**src/rtl/mem_access_unit_pkg.sv**
```systemverilog
// Shared definitions for the MEM-stage load/store unit: access encodings and decode helpers.
package mem_access_unit_pkg;

  localparam int unsigned XLEN  = 32;
  localparam int unsigned NLANE = 4;

  typedef enum logic [2:0] {
    MEM_LB  = 3'd0,
    MEM_LBU = 3'd1,
    MEM_LH  = 3'd2,
    MEM_LHU = 3'd3,
    MEM_LW  = 3'd4,
    MEM_SB  = 3'd5,
    MEM_SH  = 3'd6,
    MEM_SW  = 3'd7
  } mem_op_e;

  function automatic logic is_store(input mem_op_e op);
    return op[2] && (op != MEM_LW);
  endfunction

  // Halfwords need an even address, words a multiple of four; bytes are always aligned.
  function automatic logic is_aligned(input mem_op_e op, input logic [1:0] off);
    case (op)
      MEM_LH, MEM_LHU, MEM_SH: return ~off[0];
      MEM_LW, MEM_SW:          return off == 2'b00;
      default:                 return 1'b1;
    endcase
  endfunction

endpackage

```
**src/rtl/mem_access_unit_load_align.sv**
```systemverilog
// Picks the addressed byte/halfword out of a RAM word and sign/zero-extends it.
module mem_access_unit_load_align
  import mem_access_unit_pkg::*;
#(
  parameter bit BIG_ENDIAN = 1'b1
) (
  input  logic [XLEN-1:0] dout,
  input  logic [1:0]      offset,
  input  mem_op_e         op,
  output logic [XLEN-1:0] rdata
);

  logic [1:0]  lane;
  logic [7:0]  byte_val;
  logic [15:0] half_val;

  always_comb begin
    lane     = offset ^ {2{BIG_ENDIAN}};
    byte_val = dout[{lane, 3'b000} +: 8];
    half_val = (offset[1] ^ BIG_ENDIAN) ? dout[31:16] : dout[15:0];
    case (op)
      MEM_LB:  rdata = {{24{byte_val[7]}}, byte_val};
      MEM_LBU: rdata = {24'd0, byte_val};
      MEM_LH:  rdata = {{16{half_val[15]}}, half_val};
      MEM_LHU: rdata = {16'd0, half_val};
      default: rdata = dout;
    endcase
  end

endmodule

```
**src/rtl/mem_access_unit.sv**
```systemverilog
// MEM-stage load/store unit: store lane enables, one-cycle load return with stall hold,
// and misaligned-access reporting.
module mem_access_unit
  import mem_access_unit_pkg::*;
#(
  parameter bit BIG_ENDIAN = 1'b1
) (
  input  logic             clk,
  input  logic             rst,
  input  logic             req_i,
  input  logic [2:0]       op_i,
  input  logic [XLEN-1:0]  addr_i,
  input  logic [XLEN-1:0]  wdata_i,
  input  logic             stall_i,
  output logic [XLEN-1:0]  data_addr_o,
  output logic [XLEN-1:0]  din_o,
  output logic [NLANE-1:0] wren_o,
  input  logic [XLEN-1:0]  dout_i,
  output logic [XLEN-1:0]  rdata_o,
  output logic             rvalid_o,
  output logic             misalign_o,
  output logic [XLEN-1:0]  bad_addr_o
);

  mem_op_e         op;
  logic            attempt_c;
  logic            aligned_c;
  logic            accept_c;
  logic [1:0]      byte_lane;
  logic [NLANE-1:0] lane_mask;

  logic            pend_q;
  mem_op_e         op_q;
  logic [1:0]      off_q;
  logic            hold_v_q;
  logic [XLEN-1:0] hold_data_q;
  logic            misalign_q;
  logic [XLEN-1:0] bad_addr_q;
  logic [XLEN-1:0] align_data;

  assign op          = mem_op_e'(op_i);
  assign attempt_c   = req_i & ~stall_i;
  assign aligned_c   = is_aligned(op, addr_i[1:0]);
  // Gating with rst keeps the RAM write strobes quiet for the whole reset window.
  assign accept_c    = attempt_c & aligned_c & rst;
  assign byte_lane   = addr_i[1:0] ^ {2{BIG_ENDIAN}};
  assign data_addr_o = addr_i;

  // Store lane decode and data replication.
  always_comb begin
    lane_mask = '0;
    din_o     = wdata_i;
    case (op)
      MEM_SB: begin
        din_o     = {4{wdata_i[7:0]}};
        lane_mask = 4'b0001 << byte_lane;
      end
      MEM_SH: begin
        din_o     = {2{wdata_i[15:0]}};
        lane_mask = (addr_i[1] ^ BIG_ENDIAN) ? 4'b1100 : 4'b0011;
      end
      MEM_SW:  lane_mask = 4'b1111;
      default: lane_mask = '0;
    endcase
    wren_o = (accept_c && is_store(op)) ? lane_mask : '0;
  end

  mem_access_unit_load_align #(
    .BIG_ENDIAN(BIG_ENDIAN)
  ) u_load_align (
    .dout   (dout_i),
    .offset (off_q),
    .op     (op_q),
    .rdata  (align_data)
  );

  // Load tracking, stall hold and fault capture.
  always_ff @(posedge clk or negedge rst) begin
    if (!rst) begin
      pend_q      <= 1'b0;
      op_q        <= MEM_LB;
      off_q       <= 2'b00;
      hold_v_q    <= 1'b0;
      hold_data_q <= '0;
      misalign_q  <= 1'b0;
      bad_addr_q  <= '0;
    end else begin
      pend_q <= accept_c & ~is_store(op);
      if (accept_c && !is_store(op)) begin
        op_q  <= op;
        off_q <= addr_i[1:0];
      end
      // The RAM word is only valid in the return cycle, so a stalled result is frozen here.
      if (hold_v_q) begin
        if (!stall_i) hold_v_q <= 1'b0;
      end else if (pend_q && stall_i) begin
        hold_v_q    <= 1'b1;
        hold_data_q <= align_data;
      end
      misalign_q <= attempt_c & ~aligned_c;
      if (attempt_c && !aligned_c) bad_addr_q <= addr_i;
    end
  end

  assign rvalid_o   = pend_q | hold_v_q;
  assign rdata_o    = hold_v_q ? hold_data_q : (pend_q ? align_data : '0);
  assign misalign_o = misalign_q;
  assign bad_addr_o = bad_addr_q;

endmodule

```
**config.mk**
```make
export PLATFORM = sky130hd
export DESIGN_NAME = mem_access_unit
export DESIGN_NICKNAME = d
export VERILOG_FILES = /design/src/rtl/mem_access_unit_pkg.sv /design/src/rtl/mem_access_unit_load_align.sv /design/src/rtl/mem_access_unit.sv
export SDC_FILE = /design/constraint.sdc
export NUM_CORES = 1
export LEC_CHECK = 0
export CAP_MARGIN = 30
export CORE_ASPECT_RATIO = 2
export CORE_MARGIN = 1
export CORE_UTILIZATION = 44
export DETAILED_ROUTE_END_ITERATION = 8
export PLACE_DENSITY = 0.95
export SYNTH_ARGS = -nofsm -noshare
export SYNTH_HDL_FRONTEND = slang
export SYNTH_SLANG_ARGS = --single-unit
export TNS_END_PERCENT = 100
```
**constraint.sdc**
```tcl
create_clock -name clk -period 6.1 [get_ports clk]
set_input_delay 1.525 -clock clk [delete_from_list [all_inputs] [get_ports clk]]
set_output_delay 1.525 -clock clk [all_outputs]
set_load 0.03 [all_outputs]
```
After elaboration in Yosys (flattened, before gate mapping)
Index checks and enable logic that the tools add are counted.
{"block": "totals", "regBits": 72, "output_inout_bits": 134, "word_cells": 56, "input_bits": 103}
{"block": "op_classes", "n_reduce_logical": 12, "mux": 12, "shifts": 2, "bitwise": 13, "n_eq_ne": 10}
{"op": "case mux 32 bit (4 select lines)", "count": 1}
{"op": "2-to-1 mux 32 bit", "count": 2}
{"op": "case mux 32 bit (2 select lines)", "count": 1}
{"op": "variable part select 32 x 6 -> 8 bit", "count": 1}
{"op": "2-to-1 mux 16 bit", "count": 1}
{"op": "== test 3 x 2 -> 1 bit (second input constant)", "count": 4}
{"op": "== test 3 bit (second input constant)", "count": 4}
{"op": "case mux 4 bit (3 select lines)", "count": 1}
{"op": "2-to-1 mux 4 bit", "count": 2}
{"op": "AND 1 bit", "count": 5}
{"op": "logical AND 1 bit", "count": 5}
{"op": "inverter 1 bit", "count": 5}
{"op": "inverter 2 bit", "count": 2}
{"op": "<< shifter 1 x 2 -> 4 bit (first input constant)", "count": 1}
{"op": "== test 3 x 1 -> 1 bit (second input constant)", "count": 1}
{"op": "zero test 3 bit", "count": 1}
{"op": "2-to-1 mux 1 bit", "count": 3}
{"op": "inequality test 3 bit (second input constant)", "count": 1}
{"op": "OR reduction 3 bit", "count": 1}
{"op": "zero test 1 bit", "count": 2}
{"op": "zero test 2 bit", "count": 1}
{"op": "case mux 1 bit (2 select lines)", "count": 1}
{"op": "AND reduction 2 bit", "count": 1}
{"op": "OR reduction 2 bit", "count": 1}
{"op": "OR 1 bit", "count": 1}

Depth between registers and ports, before layout
Gate-level depths: netlist (run 1).
{"block": "logic_depth", "ltp_word": 7, "depth_mapped": 7, "ltp_nobuf": 4}

Hierarchy
Synthesis (run 1) repeated with hierarchy kept, for this count alone.
{"block": "unflattened", "hier_cells": 408, "area_unflattened_um2": 4371.7}
{"mod": "mem_access_unit", "cells_per_inst": 308, "seq_area_each_um2": 1801.7, "area_each_um2": 3738.6, "n_inst": 1}
{"mod": "mem_access_unit_load_align", "cells_per_inst": 100, "seq_area_each_um2": 0.0, "area_each_um2": 633.1, "n_inst": 1}

Worst setup path before layout (run 1)
OpenSTA, ideal clock, no wires.
{"block": "synth_path", "kind": "in2out", "from": "in op_i[2]", "to": "out wren_o[3]", "path_buffers": 2, "setup_slack_ns": 1.327, "t_required_ns": 4.575, "path_stages": 4, "arrival_time_ns": 3.248, "cell_sequence": "clkbuf_1 clkbuf_1 nand4b_1 nor4_1"}
{"block": "synth_via", "elab_chain_len": 7, "elab_cells_between_ends": 16, "classes_between": "7 x eq/ne; 3 x mux; 2 x bitwise; 4 x reduce/logical"}
{"item": "start: declaration", "line": "mem_access_unit.sv:11", "text": "input logic [2:0] op_i,"}
{"item": "== test 3 bit (tied with other cells)", "line": "mem_access_unit_pkg.sv:24, mem_access_unit.sv:53"}
{"item": "OR reduction 3 bit / OR reduction 2 bit (equally long branches)", "line": "mem_access_unit_pkg.sv:24", "text": "case (op)"}
{"item": "case mux 1 bit (2 select lines)", "line": "mem_access_unit_pkg.sv:24"}
{"item": "AND 1 bit (2 in series)", "line": "mem_access_unit.sv:45", "text": "assign accept_c = attempt_c & aligned_c & rst;"}
{"item": "logical AND 1 bit", "line": "mem_access_unit.sv:65", "text": "wren_o = (accept_c && is_store(op)) ? lane_mask : '0;"}
{"item": "2-to-1 mux 4 bit (*)", "line": "mem_access_unit.sv:65"}
{"item": "end: declaration", "line": "mem_access_unit.sv:17", "text": "output logic [NLANE-1:0] wren_o,"}
Every way passes the cells marked *; elsewhere a longest branch is shown, timed or not.

Worst setup path in the final report (run 1)
{"block": "layout_path", "from": "in dout_i[31]", "to": "out rdata_o[28]"}
{"block": "layout_via", "elab_chain_len": 4, "elab_cells_between_ends": 5, "classes_between": "1 x shift; 4 x mux"}
{"item": "start: declaration", "line": "mem_access_unit.sv:18", "text": "input logic [XLEN-1:0] dout_i,"}
{"item": "variable part select 32 x 6 -> 8 bit / 2-to-1 mux 16 bit (equally long branches)", "line": "mem_access_unit_load_align.sv:19, mem_access_unit_load_align.sv:20"}
{"item": "case mux 32 bit (4 select lines) (*)", "line": "mem_access_unit_load_align.sv:21", "text": "case (op)"}
{"item": "2-to-1 mux 32 bit (*) (2 in series)", "line": "mem_access_unit.sv:106", "text": "assign rdata_o = hold_v_q ? hold_data_q : (pend_q ? align_data : '0);"}
{"item": "end: declaration", "line": "mem_access_unit.sv:19", "text": "output logic [XLEN-1:0] rdata_o,"}
Marks and branches as above.

==> impl_metrics.json, run 1 <==
{
  "wirelength_um": 15570,
  "fin_area_um2": 7071,
  "crit_type": "in -> out",
  "fin_nets": 777,
  "cap_violations": 0,
  "cts-htree-levels": 3,
  "grt_pass1_wl_um": 24170,
  "path_max_fanout": 16,
  "post_cts_buffers": 0,
  "max_freq_mhz": 170.2,
  "ys_seq_area_share_pct": 39.37,
  "core_area_um2": 10080,
  "start_util_pct": 45.38,
  "port_buffers": 236,
  "first_pass_iters": 9,
  "rsz0062_at_grt": "no",
  "final_util_pct": 70.11,
  "cts_root_buf": "clkbuf_16",
  "cts_buffers": 9,
  "busiest_layer": "met2",
  "vias": 4646,
  "antenna_found_initial": 1,
  "rows": 52,
  "final_cells": 815,
  "multi_input_area_um2": 2268,
  "synth_area_leaders": "dfrtp_1 39%, mux2_2 9.1%, nand2_1 7.0%, buf_4 6.7%, o21ai_0 5.2%",
  "grtUsageTotal_pct": 29.46,
  "total_power_mw": 2.159,
  "synth-warning-count": 0,
  "skew_ps": 8.142,
  "r2r_slack_ps": 3140,
  "cts.sinks": 72,
  "drtIter0Drc": 328,
  "netlist.area_leader.share_pct": 39.37,
  "area_growth_pct": 54.48,
  "synth_cell_type_count": 45,
  "setup_tns_ps": 0,
  "ant_nets": 0,
  "final_common_cell": "clkdlybuf4s50_1",
  "fin_crit_sh_pct": 96.34,
  "final_cell_mix": "233 x clkdlybuf4s50_1, 85 x nand2_1, 72 x dfrtp_1",
  "slew_headroom_pct": 28.41,
  "status": "completed",
  "placed_area_um2": 6723,
  "hold_path_end": "hold_data_q[2]$_DFFE_PN0P_",
  "syn_area_um2": 4577,
  "worst_ep_required_time_ps": 4580,
  "overflow": 0,
  "die_w_um": 74.12,
  "die_h_um": 146.2,
  "worstReg2RegStart": "hold_v_q$_DFF_PN0_",
  "synth_ff_type": "dfrtp_1",
  "syn_inst": 499,
  "regToRegEndpoint": "hold_data_q[18]$_DFFE_PN0P_",
  "synth_edf_count": 0,
  "grt_util_met1_pct": 29.39,
  "dpl.hpwl_um": 12100,
  "min_from": "hold_data_q[2]$_DFFE_PN0P_",
  "wl_per_cell_um": 19.11,
  "post_drt_via_cell_ratio": 5.701,
  "hold_class": "reg -> reg",
  "register_area_um2": 1802,
  "grt_max_degree": 74,
  "setup_violations": 0,
  "drc": 0,
  "dieArea_um2": 10840,
  "timing_hold_violations_final": 0,
  "cts.hold.buffers_added": 0,
  "tritoncts": "yes",
  "crit_arrival_ps": 4350,
  "clk_path_buf_depth": 2,
  "grt_use_met3_pct": 6.694,
  "gp_congestion": 0.9061,
  "yosysTopAreaCell": "dfrtp_1",
  "dp_cells": 798,
  "syn_nets": 602,
  "drive_gt1_share_pct": 12.37,
  "ys_ff_latch": 72,
  "reg2regPathDepth": 5,
  "pin_count": 237,
  "fin_crit_ps": 5877,
  "max-vdd-ir-drop_mv": 0.1725,
  "cts_resized": 0,
  "startpoint_type": "input pin",
  "first_global_vias": 4791,
  "min_path_cells": 2,
  "p_per_area_nw_per_um2": 305.3,
  "avgSynthCellArea_um2": 9.172,
  "end_kind": "output port",
  "power.leakage_nw": 2.910,
  "clkSlewWorstSetupHoldPaths_ps": 50,
  "maxSlewViolCount": 0,
  "tightest_slew_ps": 1074,
  "use_met2_pct": 52.68,
  "async_flop_share_pct": 100.0,
  "fillers": 741,
  "insertion_delay_ps": 330
}
final cells by class:
cell class	count	area share, %
Timing Repair Buffer	245	34.54
Multi-Input combinational cell	335	32.08
Sequential cell	72	25.48
Clock buffer	9	3.185
Tap cell	135	2.389
Clock inverter	7	1.699
Inverter	11	0.5840
Antenna cell	1	0.03539
kinds of logic after synthesis:
| group | Yosys count | synth area share (%) |
|---|---|---|
| flops | 72 | 39.37 |
| buf+inv | 92 | 11.35 |
| mux | 55 | 13.48 |
| compound gates | 146 | 22.64 |
| simple gates | 133 | 12.99 |
| xor+xnor | 1 | 0.1914 |
layer usage:
layer	wire (µm)	part of all wire, %
met1	5205	33
met2	8563	55
met3	936	6.0
met4	867	5.6
met5	0	0
how the worst max path moves through the flow:
stage | end | slack, ps | startpoint | cells past startpoint
3_3_place_gp | rdata_o[27] | 420 | dout_i[31] | 6
5_1_grt | rdata_o[18] | 120 | dout_i[31] | 6
2_1_floorplan | wren_o[3] | 1330 | op_i[2] | 4
4_1_cts | rdata_o[18] | 260 | dout_i[31] | 6
6_report | rdata_o[28] | 220 | dout_i[31] | 6
3_5_place_dp | rdata_o[18] | 280 | dout_i[31] | 6
per-stage QoR:
step | worst slack [ps] | hold slack, ps
after floorplan | 1327 | 450.2
after global placement | 415.0 | 463.8
after detailed placement | 282.0 | 472.5
after CTS | 256.0 | 485.0
after global routing | 116.7 | 499.1
final | 223.5 | 481.3
sequential cells by signal, summed over array words and instances, names as in the netlist:
signal       count
pend_q           1
hold_data_q     32
off_q            2
op_q             3
bad_addr_o      32
hold_v_q         1
misalign_o       1
power by group:
group / internal, mW / switching [mW]
sequential: 0.613 / 0.114
clock: 0.400 / 0.207
combinational: 0.383 / 0.442
worst max-delay path: stages:
cell,delay [ps]
clkdlybuf4s50_1,610
mux2i_1,130
a211o_1,360
nor3_2,810
a221o_1,220
clkdlybuf4s50_1,690
Yosys cell counts (5+ instances only):
cell type and n:
a21oi_1 14, a221o_1 16, a222oi_1 6, a2bb2o_1 7
a31oi_1 8, buf_2 10, buf_4 41, clkbuf_1 28
dfrtp_1 72, inv_1 11, mux2_1 6, mux2_2 37
mux2i_1 11, nand2_1 85, nand2b_1 11, nor2_1 13
nor2b_1 7, o211ai_1 6, o211ai_2 10, o21ai_0 48
o21ai_1 5, o22ai_1 16
(Power assumes the default switching activity.)
==> run 2, diff against run 1 <==
Settings changed: CTS_BUF_LIST set to sky130_fd_sc_hd__clkbuf_4 sky130_fd_sc_hd__clkbuf_8 sky130_fd_sc_hd__clkbuf_16.
==> results of run 2 <==
The final DEF is identical to that of run 1; final timing and power are the same.
